$ cat src/rtl/mem_store_narrow.sv
// mem_store_narrow: narrow (byte/halfword) and word store unit.
// Byte and halfword stores are read-modify-write on a full-word memory port.
// Word stores write directly. Malformed requests complete with an error code and
// do not touch memory.
// Optional feature: define STORE_RANGE_CHECK_EN to reject byte/half values that
// do not fit the narrow width (signed or unsigned, per req_signed).
module mem_store_narrow #(
    parameter int unsigned ADDR_W = 32
) (
    input  logic              clk,
    input  logic              rst_n,
    input  logic              req_valid,
    output logic              req_ready,
    input  logic [ADDR_W-1:0] req_addr,
    input  logic [31:0]       req_data,
    input  logic [1:0]        req_size,
    input  logic              req_signed,
    output logic [ADDR_W-1:0] mem_addr,
    output logic              mem_re,
    input  logic [31:0]       mem_rdata,
    output logic              mem_we,
    output logic [31:0]       mem_wdata,
    output logic              done_valid,
    output logic              done_err,
    output logic [1:0]        err_code
);

    typedef enum logic [1:0] {
        IDLE  = 2'b00,
        READ  = 2'b01,
        WRITE = 2'b10,
        DONE  = 2'b11
    } state_t;

    typedef enum logic [1:0] {
        SZ_BYTE = 2'b00,
        SZ_HALF = 2'b01,
        SZ_WORD = 2'b10,
        SZ_ILL  = 2'b11
    } size_t;

    typedef enum logic [1:0] {
        ERR_NONE     = 2'b00,
        ERR_MISALIGN = 2'b01,
        ERR_SIZE     = 2'b10,
        ERR_RANGE    = 2'b11
    } err_t;

    state_t            state_q, state_d;
    logic [ADDR_W-1:0] addr_q, addr_d;
    logic [31:0]       data_q, data_d;
    size_t             size_q, size_d;
    err_t              err_q, err_d;

    logic              accept;
    logic              range_ok;
    err_t              chk_err;
    logic [31:0]       merged;

    assign accept = req_valid && (state_q == IDLE);

`ifdef STORE_RANGE_CHECK_EN
    // Narrow value must be representable: upper bits are a sign extension or zero.
    always_comb begin
        range_ok = 1'b1;
        case (size_t'(req_size))
            SZ_BYTE: range_ok = req_signed ? (req_data[31:8] == {24{req_data[7]}})
                                           : (req_data[31:8] == '0);
            SZ_HALF: range_ok = req_signed ? (req_data[31:16] == {16{req_data[15]}})
                                           : (req_data[31:16] == '0);
            default: range_ok = 1'b1;
        endcase
    end
`else
    // Without the range check, upper bits are truncated and req_signed has no effect.
    logic unused_signed;
    assign unused_signed = req_signed;

    always_comb begin
        range_ok = 1'b1;
    end
`endif

    // Classify the incoming request; misalignment takes priority over range.
    always_comb begin
        chk_err = ERR_NONE;
        case (size_t'(req_size))
            SZ_BYTE: begin
                if (!range_ok) chk_err = ERR_RANGE;
            end
            SZ_HALF: begin
                if (req_addr[0])    chk_err = ERR_MISALIGN;
                else if (!range_ok) chk_err = ERR_RANGE;
            end
            SZ_WORD: begin
                if (req_addr[1:0] != 2'b00) chk_err = ERR_MISALIGN;
            end
            default: chk_err = ERR_SIZE;
        endcase
    end

    // State and datapath registers with synchronous active-low reset.
    always_ff @(posedge clk) begin
        if (!rst_n) begin
            state_q <= IDLE;
            addr_q  <= '0;
            data_q  <= '0;
            size_q  <= SZ_BYTE;
            err_q   <= ERR_NONE;
        end else begin
            state_q <= state_d;
            addr_q  <= addr_d;
            data_q  <= data_d;
            size_q  <= size_d;
            err_q   <= err_d;
        end
    end

    // Next-state logic: latch on accept, then sequence READ/WRITE/DONE.
    always_comb begin
        state_d = state_q;
        addr_d  = addr_q;
        data_d  = data_q;
        size_d  = size_q;
        err_d   = err_q;
        case (state_q)
            IDLE: begin
                if (accept) begin
                    addr_d = req_addr;
                    data_d = req_data;
                    size_d = size_t'(req_size);
                    err_d  = chk_err;
                    if (chk_err != ERR_NONE)
                        state_d = DONE;
                    else if (size_t'(req_size) == SZ_WORD)
                        state_d = WRITE;
                    else
                        state_d = READ;
                end
            end
            READ:  state_d = WRITE;
            WRITE: state_d = DONE;
            DONE: begin
                state_d = IDLE;
                err_d   = ERR_NONE;
            end
            default: state_d = IDLE;
        endcase
    end

    // Merge the store value into the word read back from memory (little-endian lanes).
    always_comb begin
        merged = mem_rdata;
        case (size_q)
            SZ_BYTE: begin
                for (int unsigned i = 0; i < 4; i++) begin
                    if (addr_q[1:0] == 2'(i)) merged[8*i +: 8] = data_q[7:0];
                end
            end
            SZ_HALF: begin
                if (addr_q[1]) merged[31:16] = data_q[15:0];
                else           merged[15:0]  = data_q[15:0];
            end
            default: merged = data_q;
        endcase
    end

    // Output decode from registered state and latched request.
    always_comb begin
        req_ready  = (state_q == IDLE);
        mem_addr   = {addr_q[ADDR_W-1:2], 2'b00};
        mem_re     = (state_q == READ);
        mem_we     = (state_q == WRITE);
        mem_wdata  = '0;
        done_valid = (state_q == DONE);
        done_err   = 1'b0;
        err_code   = ERR_NONE;
        if (state_q == WRITE) mem_wdata = merged;
        if (state_q == DONE) begin
            done_err = (err_q != ERR_NONE);
            err_code = err_q;
        end
    end

endmodule
$ cat config.mk
export PLATFORM = sky130hd
export DESIGN_NAME = mem_store_narrow
export DESIGN_NICKNAME = d
export VERILOG_FILES = /design/src/rtl/mem_store_narrow.sv
export SDC_FILE = /design/constraint.sdc
export NUM_CORES = 1
export LEC_CHECK = 0
export ABC_AREA = 0
export BUFFER_PORTS_ARGS = -buffer_cell sky130_fd_sc_hd__buf_2
export CAP_MARGIN = 20
export CELL_PAD_IN_SITES_DETAIL_PLACEMENT = 2
export CELL_PAD_IN_SITES_GLOBAL_PLACEMENT = 2
export CORE_ASPECT_RATIO = 0.8
export CORE_MARGIN = 10
export CORE_UTILIZATION = 28
export CTS_CLUSTER_SIZE = 8
export DETAILED_ROUTE_END_ITERATION = 10
export HOLD_SLACK_MARGIN = 0.05
export PLACE_DENSITY_LB_ADDON = 0.1
export SYNTH_ARGS = -nofsm -noshare
export SYNTH_HDL_FRONTEND = slang
export SYNTH_SLANG_ARGS = --single-unit
$ cat constraint.sdc
create_clock -name clk -period 3.6 [get_ports clk]
set_input_delay 0.54 -clock clk [delete_from_list [all_inputs] [get_ports clk]]
set_output_delay 0.54 -clock clk [all_outputs]
set_load 0.005 [all_outputs]
# [Word-level counts from Yosys, hierarchy flattened]
# Index checks and enable logic that the tools add are counted.
[totals] reg_bits=70 out_inout_bits=71 elab_cells=45
[op_classes] n_eq_ne=10 mux=19 reduce_logical=11
[op_table] op="$pmux 32 s2" count=1
[op_table] op="$mux 16" count=2
[op_table] op="$mux 32" count=1
[op_table] op="$mux 8" count=4
[op_table] op="$eq 2x2->1 const B" count=5
[op_table] op="$mux 2" count=5
[op_table] op="$eq 2x1->1 const B" count=4
[op_table] op="$logic_not 2->1" count=4
[op_table] op="$pmux 2 s4" count=1
[op_table] op="$reduce_bool 2->1" count=4
[op_table] op="$pmux 2 s3" count=1
[op_table] op="$pmux 2 s2" count=1
[op_table] op="$reduce_and 2->1" count=2
[op_table] op="$mux 1" count=3
[op_table] op="$ne 2x1->1 const B" count=1
[op_table] op="$logic_and 1x1->1" count=1

# [Depth between registers and ports, before layout]
# Gate-level depths: netlist (run 1).
[depth] ltp_word=7 ltp_mapped=8

# [Least setup slack after synthesis (run 1)]
# OpenSTA, ideal clock, no wires.
[synth_path] path_kind="reg2out" start="reg state_q[0]" end="out mem_wdata[10]" arrival_time_ns=1.454 path_slack_ns=1.606 path_stages_with_launch=8 n_path_buf=2 cell_sequence="dfxtp_1 inv_1 ha_1 buf_2 nand2b_1 buf_2 a21oi_2 a221o_1"
[synth_via] elab_chain_cells=2
[synth_lines] element="from (decl)" line="49" rtl="state_t state_q, state_d;"
[synth_lines] element="from (signal assigned)" line="111" rtl="state_q <= state_d;"
[synth_lines] element="$eq 2x2->1"
[synth_lines] element="via mem_we" line="21" rtl="output logic mem_we,"
[synth_lines] element="$mux 32" line="178" rtl="if (state_q == WRITE) mem_wdata = merged;"
[synth_lines] element="to (decl)" line="22" rtl="output logic [31:0] mem_wdata,"
# The timed path passes the listed nets, and every way through them passes these cells.

# [Worst setup path after layout (run 1)]
[layout_path] start="reg state_q[0]" end="out mem_wdata[25]"
[layout_via] elab_chain_cells=2
[layout_lines] element="$eq 2x2->1" line="178"
[layout_lines] element="$mux 32" line="178"
# Every way passes these cells.

==> results of run 1 <==
==> how the worst max path moves through the flow <==
stage               start       endpoint  slack [ns]  cells past startpoint
2_1_floorplan  state_q[0]  mem_wdata[10]        1.61                      7
3_3_place_gp   state_q[0]  mem_wdata[25]        1.06                      6
3_5_place_dp   state_q[0]   mem_wdata[9]        1.01                      6
4_1_cts        state_q[0]   mem_wdata[9]        0.62                      6
5_1_grt        state_q[0]  mem_wdata[25]        0.46                      6
6_report       state_q[0]  mem_wdata[25]        0.64                      6
==> worst min-delay path: stages <==
cell and delay [ns]:
sky130_fd_sc_hd__buf_2 0.09, sky130_fd_sc_hd__nand2_1 0.04, sky130_fd_sc_hd__a21boi_1 0.05
==> registers in the layout, summed over array words and instances, names as in the netlist <==
signal and cells:
size_q 2, err_q 2, data_q 32, state_q 2, addr_q 32
==> Yosys cell counts (9+ instances only) <==
cell                       count  share of area, %
sky130_fd_sc_hd__inv_1        12               1.2
sky130_fd_sc_hd__buf_4        35               6.8
sky130_fd_sc_hd__buf_2        10               1.3
sky130_fd_sc_hd__a21boi_1     12               2.3
sky130_fd_sc_hd__nand2_1     150                14
sky130_fd_sc_hd__dfxtp_1      70                36
sky130_fd_sc_hd__o21ai_0       9               1.2
sky130_fd_sc_hd__nand3_1      10               1.3
sky130_fd_sc_hd__clkbuf_1     16               1.5
sky130_fd_sc_hd__mux2i_1      24               6.2
sky130_fd_sc_hd__a21boi_0     55                11
==> cell families (layout without fill, tap and decap cells) <==
kind of cell             after synthesis  after routing  synth area share (%)
AND/OR/NAND/NOR                      184            184                 19.79
AO/OA/AOI/OAI                        120            120                 23.82
buffers and inverters                 82            204                 12.78
flip-flops                            70             70                 36.05
multiplexers                          24             24                 6.180
adder cells (fa/ha/maj)                4              4                 1.287
other                                  1              6               0.09646
==> routing by layer <==
| metal | track usage (%) | vias up | part of all wire (%) |
|---|---|---|---|
| met5 | 0 | - | 0 |
| met2 | 24.72 | 110 | 47 |
| met3 | 5.479 | 14 | 8.3 |
| met1 | 19.22 | 1812 | 44 |
| met4 | 3.415 | 0 | 1.1 |
| li1 | - | 1863 | - |
==> power by group through the flow <==
stage | registers [mW] | clock network (mW) | logic [mW]
2_1_floorplan | 0.995 | 0 | 0.782
3_3_place_gp | 1.03 | 0 | 1.04
3_5_place_dp | 1.03 | 0 | 1.08
4_1_cts | 1.02 | 0.838 | 1.09
5_1_grt | 1.04 | 0.874 | 1.21
6_report | 1.02 | 0.805 | 1.05
==> final cells by class <==
cell class                 count  area (µm²)  share of cell area (%)
multi-input combinational    334        1997                   41.25
sequential                    70        1401                   28.95
timing repair buffer         175       890.9                   18.40
clock buffer                  10       229.0                   4.730
tap                          180       225.2                   4.652
inverter                      13       48.80                   1.008
clock inverter                 6       38.79                  0.8012
antenna                        4       10.01                  0.2068
==> layout by cell type (no fill, tap or decap), types with 2 or more instances in the layout <==
cell	instances
sky130_fd_sc_hd__a211oi_1	8
sky130_fd_sc_hd__a21boi_0	55
sky130_fd_sc_hd__a21boi_1	12
sky130_fd_sc_hd__a21oi_1	3
sky130_fd_sc_hd__a221o_1	8
sky130_fd_sc_hd__a311oi_1	8
sky130_fd_sc_hd__a31o_2	2
sky130_fd_sc_hd__and2_1	2
sky130_fd_sc_hd__buf_2	169
sky130_fd_sc_hd__buf_4	6
sky130_fd_sc_hd__clkbuf_16	9
sky130_fd_sc_hd__clkinv_2	3
sky130_fd_sc_hd__clkinvlp_4	2
sky130_fd_sc_hd__conb_1	2
sky130_fd_sc_hd__dfxtp_1	70
sky130_fd_sc_hd__diode_2	4
sky130_fd_sc_hd__ha_1	4
sky130_fd_sc_hd__inv_1	12
sky130_fd_sc_hd__mux2i_1	24
sky130_fd_sc_hd__nand2_1	149
sky130_fd_sc_hd__nand2_2	2
sky130_fd_sc_hd__nand2b_1	3
sky130_fd_sc_hd__nand3_1	10
sky130_fd_sc_hd__nor4_1	8
sky130_fd_sc_hd__o211ai_1	2
sky130_fd_sc_hd__o21ai_0	9
sky130_fd_sc_hd__o221ai_1	8
sky130_fd_sc_hd__or2_2	2
==> results list, run 1 <==
* Core ar.: 13600 µm²
- For this run, the leading register cell type out of synthesis is sky130_fd_sc_hd__dfxtp_1.
- Detailed router's first-iteration violation count: 127
- Share of flip-flops with an asynchronous set or reset after synthesis: 0%
* Rel. slew slack: 32.07%
- During synthesis, Yosys emitted a total of 0 warnings.
- Ratio of final minimum period to clock period: 82.26%
* Power per cell area: 594.3 nW/µm²
* Worst Skew: 0.006537 ns
- In this run the deepest clock path goes through 2 buffers.
- For this run, the total global-route usage over all layers was measured as 15.38%.
- After global routing the overflow that remains totals 0.
* Worst min-delay path startpoint: req_addr[28]
- In the final timing run, aggregate negative setup slack is 0 ns.
* Crit path kind: reg -> out
* Kind of end point of the critical path: primary output
- Run status: complete, no violations
* Post-Place Worst Slack: 1.007 ns
* Net total in the final layout: 709
* Switching Power: 1.106 mW
- The tightest min-delay check is of the in -> reg type.
- Number of global-route vias before repair: 4116
* Area of the die: 19030 µm²
* DR vias: 3799
- The die is 151.7 µm wide.
- The number of hold violations in the final report was 0.
- After filler insertion, the fill cell instance count of the layout stands at 1621.
- Critical path buffer and inverter count: 3
- Total Wirelength: 14940 µm
- Once placement completed, the tool counted placed cells totaling 772.
* Largest net degree at the start of global routing: 60
- Insertion delay to the later sink of the worst-skew pair: 0.33 ns
* # Post-CTS Setup Buffers: 0
- Post-DR wirelength/cell: 18.86 µm
- Cell family with the largest share of critical-path delay: buffers and inverters
- The analysis attributes to cell leakage a power of 2.145 nW.
- Sequential power share: 35.4%
* Detail Placement HPWL: 11400 µm
- Final setup violation count: 0
- Post-synth EDFFs: 0
* Clock transition at the registers of the reported paths: 0.06 ns
* Post-synth design cell area: 3887 µm²
- Routability Congestion: 0.7951
- Die height: 125.4 µm
- Final critical-path required period: 2.961 ns
* Beginning of the worst register-to-register path: state_q[0]
- Sort of element at the start of the critical path: register
- The tree is rooted in a sky130_fd_sc_hd__clkbuf_16.
- Ratio of cells with drive above 1 in the final layout: 33.06%
- Util after Layout: 35.60%
- Crit-path cells: inv_1 -> ha_1 -> buf_4 -> nand2_1 -> o221ai_1 -> buf_2
- In this run the critical register-to-register path is captured at data_q[14].
* Number of antenna violations at the first check in global routing: 3
- Site Rows: 38
- First-pass GRT wire length: 23170 µm
- Pin placement for this block handled 173 I/O pins.
- Quantity of gates resized following cts: 0
* Total count of max-transition violations in the final report: 0
- TritonCTS built the clock tree.
- Worst Tran Pin Value: 1.019 ns
* Number of input and output port buffers inserted: 169
* Avg Inst Size Synth: 8.015 µm²
- Number of cells on the worst hold path: 3
- Initial DRT Pass Iterations: 4
* Max Clk Rate: 0.3377 GHz
* Worst Hold Endpoint: addr_q[28]
- In this run, synthesis produced a sequential element count of 70.
- The count of nets left with antenna violations once routing finished came out at 0.
* Worst Reg2Reg Path Length in Cells: 6
- Number of max-cap violations: 0
- Total power: 2.877 mW
* Final setup slack of the worst path: 0.6386 ns
- After the flow finishes, the layout carries non-filler instances totaling 792.
* Routed vias/inst: 4.797
- Final non-filler cell area: 4841 µm²
- Critical Path Fanout Max: 24
- The number of clock buffers added by TritonCTS is 9.
* Worst EP arrival: 2.42 ns
- DR DRC count: 0
* RSZ-0062 raised after global routing: false
- Once placement finished, the instance area stood at 4563 µm².
- Cell-internal power: 1.771 mW
* Area growth syn-to-layout: 24.53%
- Sequential cells were found to cover 36.05% of the synthesized design area.
- Count of mapped cells out of synthesis: 485
* # H-tree levels: 3
- # hold bufs at CTS: 0
- Across the VDD grid, the largest voltage drop is 0.0002513 V.
- Switching part of the total power: 38.43%
* Initial core utilization: 28.59%
- At the worst endpoint, the required time is 3.06 ns.
* Hold WS: 0.4446 ns
* Reg-to-reg slack, setup: 1.31 ns
- Delay contributed by the slowest stage of the critical path: 0.47 ns
- On the critical path, the stage with the largest delay is an instance of sky130_fd_sc_hd__ha_1.
* Part of the total power dissipated in combinational logic: 36.7%
* Clock Power Share: 28.0%
- Yosys mapped the design onto 40 distinct sky130hd cell types.
* Number of clock sinks: 70
Note: power is estimated with default switching activity, not from simulation.
==> run 2, diff against run 1 <==
Settings changed: CORE_UTILIZATION 28 to 26.
Clock period 3.6 ns to 2.9 ns, I/O delays scaled along.
==> results list, run 2 (synthesis gave the netlist of run 1 again) <==
- Number of failing hold endpoints at the final stage: 0
- Total Wirelength: 15520 µm
- Detailed placement finished with a half-perimeter wire length of 12030 µm.
- The area growth from synthesis to layout is 25.75%.
- # H-tree levels: 3
* Root Buffer Master: sky130_fd_sc_hd__clkbuf_16
- Commonest cells after routing, fill and taps aside: 169 x sky130_fd_sc_hd__buf_2, 149 x sky130_fd_sc_hd__nand2_1, 70 x sky130_fd_sc_hd__dfxtp_1
- The clock reaches the later pin of the worst-skew pair after 0.34 ns.
* First-pass GRT wire length: 24030 µm
- For this design the ratio of total power to cell area is 750.9 nW/µm².
- Number of antenna violations at the first check in global routing: 2
- Clock tree buffer depth: 2
- With fillers left out, the area of the finished cells amounts to 4888 µm².
* Final critical-path required period: 2.700 ns
* Area occupied by multi-input gates: 1997 µm²
- Number of input and output port buffers inserted: 169
- Registers take 1401 µm².
* Detailed router's first-iteration violation count: 141
- Before antenna repair, the detailed router went through 4 iterations.
- Routability-driven placement finished with a final weighted congestion of 0.8081.
* Crit path kind: reg -> out
- The flow ran to the end, and the final reports show no timing, DRC or antenna violations.
- Slowest library cell on the worst path: sky130_fd_sc_hd__a21oi_4
- OpenSTA, run right after detailed placement, puts the worst setup slack at 0.5870 ns.
- Data on the critical path arrives at its endpoint at 2.27 ns.
* Ratio of final minimum period to clock period: 93.11%
- The die covers 20270 µm².
- Largest net degree at the start of global routing: 41
* Critical path buffer and inverter count: 1
* CTS buffer count: 9
* Site Rows: 39
* Largest vdd supply drop: 0.0002916 V
- Setup violations remaining at the end of the flow were counted as 0.
- Cell family with the largest share of critical-path delay: compound AO/OA/AOI/OAI gates
* Layout fillers: 1735
* Quantity of gates resized following cts: 0
* Worst Tran Pin Value: 0.9179 ns
- Die height: 129.4 µm
* Logic depth of the worst path, buffers included: 4
* Clock transition at the registers of the reported paths: 0.06 ns
* # Post-CTS Setup Buffers: 0
- TritonCTS clock tree: done
- Critical Path Fanout Max: 18
- Setup slack closes at 0.1997 ns.
- After detailed routing, the number of remaining DRC violations is 0.
- Crit-path cells: nand2b_1 -> a21oi_4 -> mux2i_1 -> buf_2
- Based on the critical path, the design can be clocked at up to 0.3703 GHz.
* DR vias: 3818
* Number of global-route vias before repair: 4201
* Ratio of cells with drive above 1 in the final layout: 33.55%
* Rel. slew slack: 38.81%
- For the final database, setup skew stands at 0.006157 ns.
- The tightest min-delay check is of the in -> reg type.
- The worst hold path was traced through 3 stages.
* Leading cell type in the layout, fill and taps excluded: sky130_fd_sc_hd__buf_2
- The largest registers in the layout are addr_q x32, data_q x32.
* Die Wd: 156.7 µm
- Kind of end point of the critical path: primary output
* Congestion Overflow GR: 0
- After clock tree synthesis, the flow added hold-fix buffers numbering 0.
- The count of pins over their slew limit was 0.
- Setup TNS: 0 ns
- Measured in cells, the most critical reg-to-reg path has a length of 6.
- Routed vias/inst: 4.796
* Placed cell areas: 4611 µm²
* RSZ-0062 raised after global routing: false
- Dividing the detail-routed wire length by the instance count gives 19.49 µm.
- CTS saw 70 sinks.
- Delay contributed by the slowest stage of the critical path: 0.59 ns
- The count of nets left with antenna violations once routing finished came out at 0.
* Total I/O pin count: 173
* Initial core utilization: 26.91%
* Core ar.: 14440 µm²
- Max-cap violations in this run came to 0.
* Total global-route track usage: 15.13%
- Net total in the final layout: 713
- Sort of element at the start of the critical path: register
- Leak: 2.179 nW
- Hold WS: 0.3342 ns
- For the worst setup path, the data required time is 2.47 ns.
run 2: report_power, final:
| group | switching, mW | internal (mW) | leakage (nW) |
|---|---|---|---|
| Combinational | 0.838 | 0.522 | 1.47 |
| Clock | 0.421 | 0.616 | 0.137 |
| Sequential | 0.138 | 1.14 | 0.574 |
run 2: stage by stage:
stage          power, mW  utilization [%]  std cells
2_1_floorplan      2.206                -        486
3_3_place_gp       2.634            31.92        780
3_5_place_dp       2.697            31.92        780
4_1_cts            3.763            33.83        795
5_1_grt            3.975            33.83        795
6_report           3.671            33.84        796
run 2: final timing paths:
| kind | from | endpoint | slack [ns] |
|---|---|---|---|
| setup / recovery | size_q[0] | mem_wdata[2] | 0.20 |
| setup reg to reg | state_q[0] | addr_q[18] | 0.87 |
| hold / removal | req_data[24] | data_q[24] | 0.33 |
| hold reg to reg | data_q[19] | data_q[19] | 0.45 |
run 2: routing by layer:
layer	vias to the layer above	part of all wire [%]	global-route usage (%)
met5	-	0.13	0
met4	4	1.2	4.488
met3	15	7.5	5.522
met2	105	47	24.58
met1	1832	45	18.41
li1	1862	-	-
run 2: layout make-up:
| type | instances | share of cell area, % |
|---|---|---|
| Clock buffer | 11 | 5.170 |
| Clock inverter | 4 | 0.4607 |
| Sequential cell | 70 | 28.67 |
| Inverter | 13 | 0.9982 |
| Tap cell | 184 | 4.709 |
| Antenna cell | 1 | 0.05119 |
| Multi-Input combinational cell | 334 | 40.85 |
| Timing Repair Buffer | 179 | 19.09 |
run 2: worst min-delay path: stages:
cell                       delay, ns
sky130_fd_sc_hd__buf_2          0.10
sky130_fd_sc_hd__nand2_1        0.04
sky130_fd_sc_hd__a21boi_1       0.05
==> run 3, diff against run 2 <==
Settings changed: CORE_ASPECT_RATIO 0.8 to 0.6, CORE_UTILIZATION 26 to 28.
Clock period 2.9 ns to 3.4 ns, I/O delays scaled along.
==> results list, run 3 (synthesis gave the netlist of run 1 again) <==
* Run status: complete, no violations
* # Post-CTS Setup Buffers: 0
- Data on the critical path arrives at its endpoint at 2.18 ns.
* # hold bufs at CTS: 0
- Summed over all layers, the global routing overflow is 0.
* Initial DRT Pass Iterations: 4
- Layout fillers: 1624
- First-pass GRT wire length: 24050 µm
* Largest vdd supply drop: 0.0002631 V
- After detailed routing, the number of remaining DRC violations is 0.
- Of all nets on the critical path, the largest fanout is 18.
- In this run the cell area measured after placement is 4584 µm².
- Max-cap violations in this run came to 0.
* Crit path kind: reg -> out
- The clock reaches the later pin of the worst-skew pair after 0.33 ns.
* Total global-route track usage: 15.85%
* Detailed router's first-iteration violation count: 199
* RSZ-0062 raised after global routing: false
- Across the whole layout, storage elements account for 1401 µm².
- Final antenna-violating net count: 0
- Commonest cells after routing, fill and taps aside: 169 x sky130_fd_sc_hd__buf_2, 149 x sky130_fd_sc_hd__nand2_1, 70 x sky130_fd_sc_hd__dfxtp_1
* Final critical-path required period: 2.690 ns
* Total I/O pin count: 173
- Site Rows: 33
- Required time at the worst-slack endpoint: 2.89 ns
* Total count of max-transition violations in the final report: 0
- The floorplan step defined a die boundary enclosing 19150 µm².
- The region available for standard cell placement spans 13630 µm².
- Critical register-to-register path endpoint: addr_q[15]
- After routing, the total negative slack on setup checks comes to 0 ns.
- Reg-to-reg slack, setup: 1.25 ns
- Initial core utilization: 28.53%
- Number of input and output port buffers inserted: 169
- Largest net degree at the start of global routing: 55
* # H-tree levels: 3
- STA classifies the critical path endpoint as a primary output.
- In this run, post-CTS repair resized a total of 0 instances.
* Routability Congestion: 0.8111
- End point of the critical path: mem_wdata[20]
- The number of hold violations in the final report came to 0.
- Total Wirelength: 15600 µm
- Critical path buffer and inverter count: 1
* Number of global-route vias before repair: 4129
- The largest registers in the layout are addr_q x32, data_q x32.
* DR vias: 3847
* Die Wd: 172.1 µm
- Measured along the y axis, the die boundary spans 111.3 µm.
- For the worst flop-to-flop path, the logic depth is 6.
* Number of antenna violations at the first check in global routing: 1
- Critical path origin: size_q[0]
* Net total in the final layout: 711
- Worst Skew: 0.004519 ns
* Ratio of cells with drive above 1 in the final layout: 33.44%
- The worst setup path is launched from a register.
- Walking the worst path, the cells encountered are nand2b_1 -> and2_4 -> a311oi_1 -> buf_2.
- Static timing analysis puts the maximum clock frequency at 0.3717 GHz.
- In the final routed layout, each cell accounts on average for 19.84 µm.
* Beginning of the worst register-to-register path: state_q[0]
* Cell family with the largest share of critical-path delay: simple AND/OR/NAND/NOR gates
* Leak: 2.198 nW
- Clock tree synthesis found a total of 70 sinks.
* Power per cell area: 676.9 nW/µm²
- Logic depth of the worst path, buffers included: 4
* Area growth syn-to-layout: 26.81%
* Slowest library cell on the worst path: sky130_fd_sc_hd__nand2b_1
- With fillers left out, the area of the finished cells amounts to 4930 µm².
- The clock passes through at most 2 buffers.
* Leading cell type in the layout, fill and taps excluded: sky130_fd_sc_hd__buf_2
- CTS buffer count: 9
* TritonCTS clock tree: done
- Detailed placement ended at an HPWL of 12010 µm.
* Root Buffer Master: sky130_fd_sc_hd__clkbuf_16
- Routed vias/inst: 4.894
- In this design, the stage delay of the slowest critical-path cell is 0.53 ns.
- Area occupied by multi-input gates: 1997 µm²
- Headroom to the max-slew limit came out at 37.79%.
- Clock transition at the registers of the reported paths: 0.06 ns
- Final setup violation count: 0
- The tightest min-delay check is of the in -> reg type.
- Of the available clock period, the critical path in the final layout requires 79.13%.
* Worst Tran Pin Value: 0.9332 ns
## run 3: layout make-up
cell class	instances	area share, %
multi-input cells	334	40.51
flip-flops and latches	70	28.43
repair buffers	177	18.63
clock buffers	12	5.406
well taps	175	4.442
clock inverters	4	1.548
inverters	13	0.9898
diodes	1	0.05076
## run 3: report_power, final
group | switching, mW | internal [mW] | total (mW)
Clock | 0.386 | 0.706 | 1.09
Combinational | 0.721 | 0.438 | 1.16
Sequential | 0.117 | 0.968 | 1.09
Total | 1.23 | 2.11 | 3.34
## run 3: how the worst min path moves through the flow
stage / cells past startpoint / startpoint / to
detailed placement: 2 / data_q[20] / data_q[20]
global placement: 2 / addr_q[28] / addr_q[28]
CTS: 3 / req_addr[28] / addr_q[28]
finish: 3 / req_addr[28] / addr_q[28]
global route: 3 / req_data[2] / data_q[2]
floorplan: 2 / data_q[18] / data_q[18]
## run 3: layer usage
metal | track usage (%) | share of wire [%] | up-vias
li1 | - | - | 1866
met1 | 21.37 | 47 | 1847
met2 | 24.32 | 44 | 126
met3 | 4.943 | 8.0 | 8
met4 | 2.803 | 0.63 | 0
met5 | 0 | 0 | -
## run 3: worst reg2reg max path, cell delays in order, from the launching register on
cell,delay (ns)
sky130_fd_sc_hd__dfxtp_1,0.35
sky130_fd_sc_hd__inv_1,0.10
sky130_fd_sc_hd__ha_1,0.30
sky130_fd_sc_hd__and2_2,0.67
sky130_fd_sc_hd__buf_4,0.40
sky130_fd_sc_hd__nand2_1,0.10
sky130_fd_sc_hd__a21boi_0,0.16
## run 3: stage by stage
stage,power [mW],hold slack [ns],setup slack [ns],std cells,util (%)
2_1_floorplan,1.882,0.4315,1.436,486,-
3_3_place_gp,2.237,0.4372,1.144,769,33.65
3_5_place_dp,2.291,0.4497,1.070,769,33.65
4_1_cts,3.398,0.4062,0.7068,785,36.16
5_1_grt,3.580,0.4278,0.5433,785,36.16
6_report,3.337,0.4153,0.7095,786,36.18
